`config.mk`:
```
export PLATFORM = sky130hd
export DESIGN_NAME = core_reset_seq
export DESIGN_NICKNAME = d
export VERILOG_FILES = /design/src/rtl/core_reset_seq.sv
export SDC_FILE = /design/constraint.sdc
export NUM_CORES = 1
export LEC_CHECK = 0
export ABC_CLOCK_PERIOD_IN_PS = 5600
export CAP_MARGIN = 20
export CORE_ASPECT_RATIO = 1.2
export CORE_MARGIN = 2
export CORE_UTILIZATION = 30
export CTS_CLUSTER_SIZE = 25
export DETAILED_ROUTE_END_ITERATION = 10
export PLACE_DENSITY = 0.53
export RECOVER_POWER = 100
export SLEW_MARGIN = 10
export SYNTH_ARGS = -nofsm -noshare
export SYNTH_HDL_FRONTEND = slang
export SYNTH_SLANG_ARGS = --single-unit
```
`constraint.sdc`:
```
create_clock -name clk_cpu -period 5.6 [get_ports clk_cpu]
set_clock_uncertainty 0.05 [all_clocks]
set_input_delay 1.12 -clock clk_cpu [delete_from_list [all_inputs] [get_ports clk_cpu]]
set_output_delay 1.12 -clock clk_cpu [all_outputs]
set_load 0.01 [all_outputs]
```
`src/rtl/core_reset_seq.sv`:
```
// Reset sequencer for the NEXT186 core: power-on hold, debounced button and
// OSD reset requests, minimum-width stretched core reset, saturating reset counter.
module core_reset_seq #(
  parameter int unsigned POR_CYCLES      = 65536,
  parameter int unsigned DEBOUNCE_CYCLES = 250000,
  parameter int unsigned MIN_PULSE       = 1024,
  parameter int unsigned CNT_W           = 20
) (
  input  logic       clk_cpu,
  input  logic       reset_n,
  input  logic       osd_reset,
  input  logic       button,
  output logic       core_reset,
  output logic       core_reset_n,
  output logic       released,
  output logic [7:0] reset_count
);

  typedef enum logic [1:0] {
    S_POR,
    S_RUN,
    S_HOLD,
    S_STRETCH
  } state_t;

  localparam logic [CNT_W-1:0] POR_LAST   = CNT_W'(POR_CYCLES - 1);
  localparam logic [CNT_W-1:0] DEB_LAST   = CNT_W'(DEBOUNCE_CYCLES - 1);
  localparam logic [CNT_W-1:0] PULSE_LAST = CNT_W'(MIN_PULSE - 1);

  logic             r_osd_meta;
  logic             r_osd_s;
  logic             r_btn_meta;
  logic             r_btn_s;
  logic             r_button_db;
  logic [CNT_W-1:0] r_dcnt;
  state_t           r_state;
  logic [CNT_W-1:0] r_cnt;
  logic             r_core_reset;
  logic             r_core_reset_n;
  logic             r_released;
  logic [7:0]       r_reset_count;

  logic             w_req;
  state_t           w_next_state;
  logic [CNT_W-1:0] w_next_cnt;
  logic [7:0]       w_next_count;

  // A button change is accepted only after DEBOUNCE_CYCLES consecutive differing samples.
  always_ff @(posedge clk_cpu or negedge reset_n) begin
    if (!reset_n) begin
      r_osd_meta  <= 1'b0;
      r_osd_s     <= 1'b0;
      r_btn_meta  <= 1'b0;
      r_btn_s     <= 1'b0;
      r_button_db <= 1'b0;
      r_dcnt      <= '0;
    end else begin
      r_osd_meta <= osd_reset;
      r_osd_s    <= r_osd_meta;
      r_btn_meta <= button;
      r_btn_s    <= r_btn_meta;
      if (r_btn_s != r_button_db) begin
        if (r_dcnt == DEB_LAST) begin
          r_button_db <= r_btn_s;
          r_dcnt      <= '0;
        end else begin
          r_dcnt <= r_dcnt + CNT_W'(1);
        end
      end else begin
        r_dcnt <= '0;
      end
    end
  end

  assign w_req = r_osd_s | r_button_db;

  always_comb begin
    w_next_state = r_state;
    w_next_cnt   = r_cnt;
    w_next_count = r_reset_count;
    case (r_state)
      S_POR: begin
        if (r_cnt == POR_LAST) begin
          w_next_cnt   = '0;
          w_next_state = w_req ? S_HOLD : S_RUN;
        end else begin
          w_next_cnt = r_cnt + CNT_W'(1);
        end
      end
      S_RUN: begin
        w_next_cnt = '0;
        if (w_req) begin
          w_next_state = S_HOLD;
          if (r_reset_count != 8'hFF) begin
            w_next_count = r_reset_count + 8'd1;
          end
        end
      end
      S_HOLD: begin
        w_next_cnt = '0;
        if (!w_req) begin
          w_next_state = S_STRETCH;
        end
      end
      S_STRETCH: begin
        if (w_req) begin
          w_next_state = S_HOLD;
          w_next_cnt   = '0;
        end else if (r_cnt == PULSE_LAST) begin
          w_next_state = S_RUN;
          w_next_cnt   = '0;
        end else begin
          w_next_cnt = r_cnt + CNT_W'(1);
        end
      end
      default: begin
        w_next_state = S_POR;
        w_next_cnt   = '0;
      end
    endcase
  end

  // Outputs come from flops fed by next_state so they never glitch and align with the state change.
  always_ff @(posedge clk_cpu or negedge reset_n) begin
    if (!reset_n) begin
      r_state        <= S_POR;
      r_cnt          <= '0;
      r_core_reset   <= 1'b1;
      r_core_reset_n <= 1'b0;
      r_released     <= 1'b0;
      r_reset_count  <= '0;
    end else begin
      r_state        <= w_next_state;
      r_cnt          <= w_next_cnt;
      r_reset_count  <= w_next_count;
      r_core_reset   <= (w_next_state != S_RUN);
      r_core_reset_n <= (w_next_state == S_RUN);
      r_released     <= (w_next_state == S_RUN) && (r_state != S_RUN);
    end
  end

  assign core_reset   = r_core_reset;
  assign core_reset_n = r_core_reset_n;
  assign released     = r_released;
  assign reset_count  = r_reset_count;

endmodule
```
-- Yosys cells after proc, flatten, opt, wreduce, memory -nomap -nowiden
Index checks and enable logic that the tools add are counted.
- add/sub/neg operators: 3
- equal/unequal tests: 11
- muxes and demuxes: 13
- bitwise logic cells: 1
- reductions and logical operators: 5
- operators by type and width (cell ; count):
    $mux 20 ; 5
    $pmux 20 s3 ; 1
    $add 20x1->20 const B ; 2
    $eq 20x10->1 const B ; 1
    $eq 20x16->1 const B ; 1
    $eq 20x18->1 const B ; 1
    $mux 2 ; 6
    $add 8x1->8 const B ; 1
    $ne 8x8->1 const B ; 1
    $pmux 2 s4 ; 1
    $eq 2x1->1 const B ; 2
    $eq 2x2->1 const B ; 2
    $ne 2x1->1 const B ; 2
    $reduce_and 3->1 ; 1
    $logic_not 2->1 ; 1
    $reduce_and 2->1 ; 1
    $reduce_or 2->1 ; 1
    $logic_and 1x1->1 ; 1
    $ne 1x1->1 ; 1
    $or 1x1->1 ; 1
- register bits: 58
- input port bits: 4
- output and inout bits: 11
- logic and storage cells: 45

-- Logic depth before layout (Yosys ltp)
- depth after elaboration: 6
- mapped depth: 7
- gate-level depth less buffers: 5

-- Worst setup path after synthesis
No wires, ideal clock.
- kind: register to register
- from: register r_cnt[0]
- to: register r_cnt[17]
- library setup time: 0.131 ns
- arrival time: 1.658 ns
- required time: 5.419 ns
- setup slack: 3.761 ns
- stages on the path, launching flop included: 7
- path buffers: 1
- clock period less this slack: 1.839 ns
- path through: dfrtp_1 -> ha_1 -> nand3_1 -> nor4b_2 -> a211o_1 -> buf_2 -> a22oi_1
- word-level cells in the longest chain between the ends: 4
- elaborated cells on any way between the ends: 7
- those cells by class: add/sub: 1; eq/ne: 2; mux: 4
- RTL lines (item ; RTL line ; source):
    start: declaration ; 37 ; logic [CNT_W-1:0] r_cnt;
    start signal: assignment ; 134 ; r_cnt <= w_next_cnt;
    $add 20x1->20 or $eq 20x10->1 (tied branches) ; 87, 113, 109 ;
    $mux 20 ; 109 ; end else if (r_cnt == PULSE_LAST) begin
    $mux 20 ; 106 ; if (w_req) begin
    $pmux 20 s3 * ; 81 ; case (r_state)
    named net w_next_cnt[17] ; 45 ; logic [CNT_W-1:0] w_next_cnt;
The timed path passes the listed nets; every way through them passes the cells marked *.
A chain may end at the register's enable or synchronous reset.

-- Final worst setup path
- from: register r_cnt[0]
- to: register r_cnt[18]
The elaborated chain is that of the path after synthesis.

==> flow_summary.ini <==
[drt]
ant_nets = 0
drc = 0
routed_wl_mm = 5.67
wl_per_cell_um = 13.8
drtIter0Drc = 63
vias = 2078
viasPerCell = 5.04
first_pass_iters = 4

[sta]
fin_setup_tns_ns = 0
setup_viol = 0
finalCritPeriodShare_pct = 49.8
fmax_mhz = 358
final-hold-violation-count = 0
maxSlewViolCount = 0
relSlewSlack_pct = 36.3
worstMarginPinSlew_ns = 0.943
rsz0062_at_grt = false
fin_crit_ns = 2.79
hold-worst-slack_ns = 0.300

[min_path]
min_from = r_osd_meta$_DFF_PN0_
hold_path.class = flop to flop
holdPathStages = 0

[worst_setup_path]
crit_chain = ha_1, nand3_1, nor4b_1, a211o_1, a22oi_1
cp.depth = 5
cp_slowest_cell = nor4b_1
critPathMaxFanout = 21
start_kind = flop
worstPathRequired_ns = 5.73
ff2ff_path_depth = 5
slowest_delay_ns = 0.89
crit_family = simple AND/OR/NAND/NOR gates
path_buf_inv = 0
crit_start = r_cnt[0]$_DFF_PN0_
criticalPathCategory = flop to flop
worstSetupEndpointType = flop
cp.arrival_ns = 2.92
worstReg2RegStart = r_cnt[0]$_DFF_PN0_

[logic_synthesis]
avgSynthCellArea_um2 = 10.3
synth-seq-cells = 58
ys.flop_type = dfrtp_1
synth_seq_area_share_pct = 52.3
synth_common_cells = dfrtp_1 (57), a21oi_1 (21), nor2_1 (21)
synth.area.top_cells = dfrtp_1 (51%), xor2_1 (5.7%), xnor2_1 (4.4%)
synth_most_common_cell = dfrtp_1
ys_warn_count = 0
synth.top_cell.area_share_pct = 51.4
synth_top_area_cell = dfrtp_1
syn_inst = 269
async_flop_share_pct = 100
syn-num-nets = 276
synth-edff-count = 0
ys_types = 42
synthesis.area_mm2 = 0.00278

[clock_tree]
cts_buffers = 9
holdBufCountCts = 0
cts_root_buf = clkbuf_8
clkLatencyLatePin_ns = 0.34
h-tree-depth = 3
cts_setup_buffers = 0
clk_path_buf_depth = 2
path_clk_slew_ns = 0.07
cts_tree = done
cts-resized-gates = 0
cts_sinks = 58

[floorplan]
start_util_pct = 30.7
dieHeight_um = 109
design.core.area_mm2 = 0.00903
ioPinCount = 15
die_x_um = 91.8
die_area_mm2 = 0.0100
std_cell_rows = 38

[placement]
io_buffers = 14
dpl.hpwl_mm = 3.69
place_congestion = 0.802

[power]
peakVddDrop_mv = 0.101
powerDensity_mw_per_mm2 = 244
total_leakage_power_uw = 0.00136

[global_routing]
grt_pass1_vias = 2067
grt.overflow.total = 0
grt_first_pass_wirelength_mm = 9.57
antenna_found_initial = 0
grt.total_usage_pct = 12.0
grt_max_degree = 59

[job]
max_cap_viol_count = 0

[final_layout]
fin_nets = 294
diodes = 0
areaGrowthSynthToFinish_pct = 15.0
drive_above_1_share_pct = 9.25

[run_status]
status = finished, final reports clean
==> logic make-up (layout without fill, tap and decap cells) <==
| kind of cell | count (synthesis) | after routing | synth area share [%] |
|---|---|---|---|
| adders and majority gates | 3 | 3 | 1.35 |
| DFF | 58 | 58 | 52.3 |
| xor gates and xnor gates | 32 | 32 | 10.1 |
| buffers and inverters | 14 | 37 | 2.48 |
| AOI/OAI and AO/OA | 47 | 47 | 10.1 |
| muxes | 2 | 2 | 0.811 |
| and+or+nand+nor | 113 | 113 | 22.8 |
==> worst reg2reg max path, delay by kind of cell, from the launching register on <==
family	cells	cell delay, ns
fa+ha+maj	1	0.19
simple gates	2	1.11
compound gates	2	0.90
flops	1	0.39
==> where the power goes <==
group          switching (µW)  internal, µW
Combinational            12.9          3.79
Clock                     167           170
Sequential               2.53           422
Total                     183           596
==> stage by stage <==
step                      setup WS (ns)  instance area (µm²)  cells  utilization, %  total power, µW
final                              2.81                 3190    412            35.3              779
after global routing               2.59                 3190    412            35.3              815
after CTS                          2.99                 3200    412            35.5              794
after detailed placement           3.08                 3030    396            33.6              451
after global placement             3.15                 3030    396            33.6              451
after floorplan                    3.76                 2780    269               -              438
==> state kept, by name (all words and copies together) (netlist names) <==
name          cells
r_cnt            20
r_dcnt           20
reset_count       8
r_state           2
core_reset        1
core_reset_n      1
r_btn_meta        1
r_btn_s           1
r_button_db       1
r_osd_meta        1
r_osd_s           1
released          1
==> area by class of cell <==
class | count | area [µm²]
timing repair buffer | 17 | 154
multi-input combinational | 197 | 1250
sequential | 58 | 1450
tap | 120 | 150
fill | 926 | 5840
clock buffer | 11 | 141
inverter | 4 | 15.0
clock inverter | 5 | 30.0
==> layer usage <==
metal	up-vias	global-route usage (%)	wire, µm
met5	-	0	0
met4	0	5.44	76
met3	8	2.67	104
met2	15	20.3	2810
met1	1037	14.8	2670
li1	1018	-	-
==> placed cells by master (no fill, tap or decap), drive strengths merged, types with 3 or more instances in the layout <==
master and instances:
dfrtp 57, nor2 21, a21oi 21, nand3 21, xor2 18, nand2 14, xnor2 14, dlygate4sd3 13
clkbuf 12, nand4 10, o21ai 9, nor3 8, or3 8, nor4 7, and4 5, a22oi 5
and3 4, inv 4, o31ai 4, or4 4, ha 3, clkinv 3, buf 3
==> path summary, 6_finish.rpt <==
| kind | end | slack, ns |
|---|---|---|
| max | r_cnt[18]$_DFF_PN0_ | 2.81 |
| min | r_osd_s$_DFF_PN0_ | 0.30 |
| max reg2reg | r_cnt[18]$_DFF_PN0_ | 2.81 |
| min reg2reg | r_osd_s$_DFF_PN0_ | 0.30 |
| max in group asynchronous | r_dcnt[14]$_DFF_PN0_ | 4.11 |
| min in group asynchronous | r_state[0]$_DFF_PN0_ | 0.86 |
No activity file was read; power rests on OpenSTA's default activity.
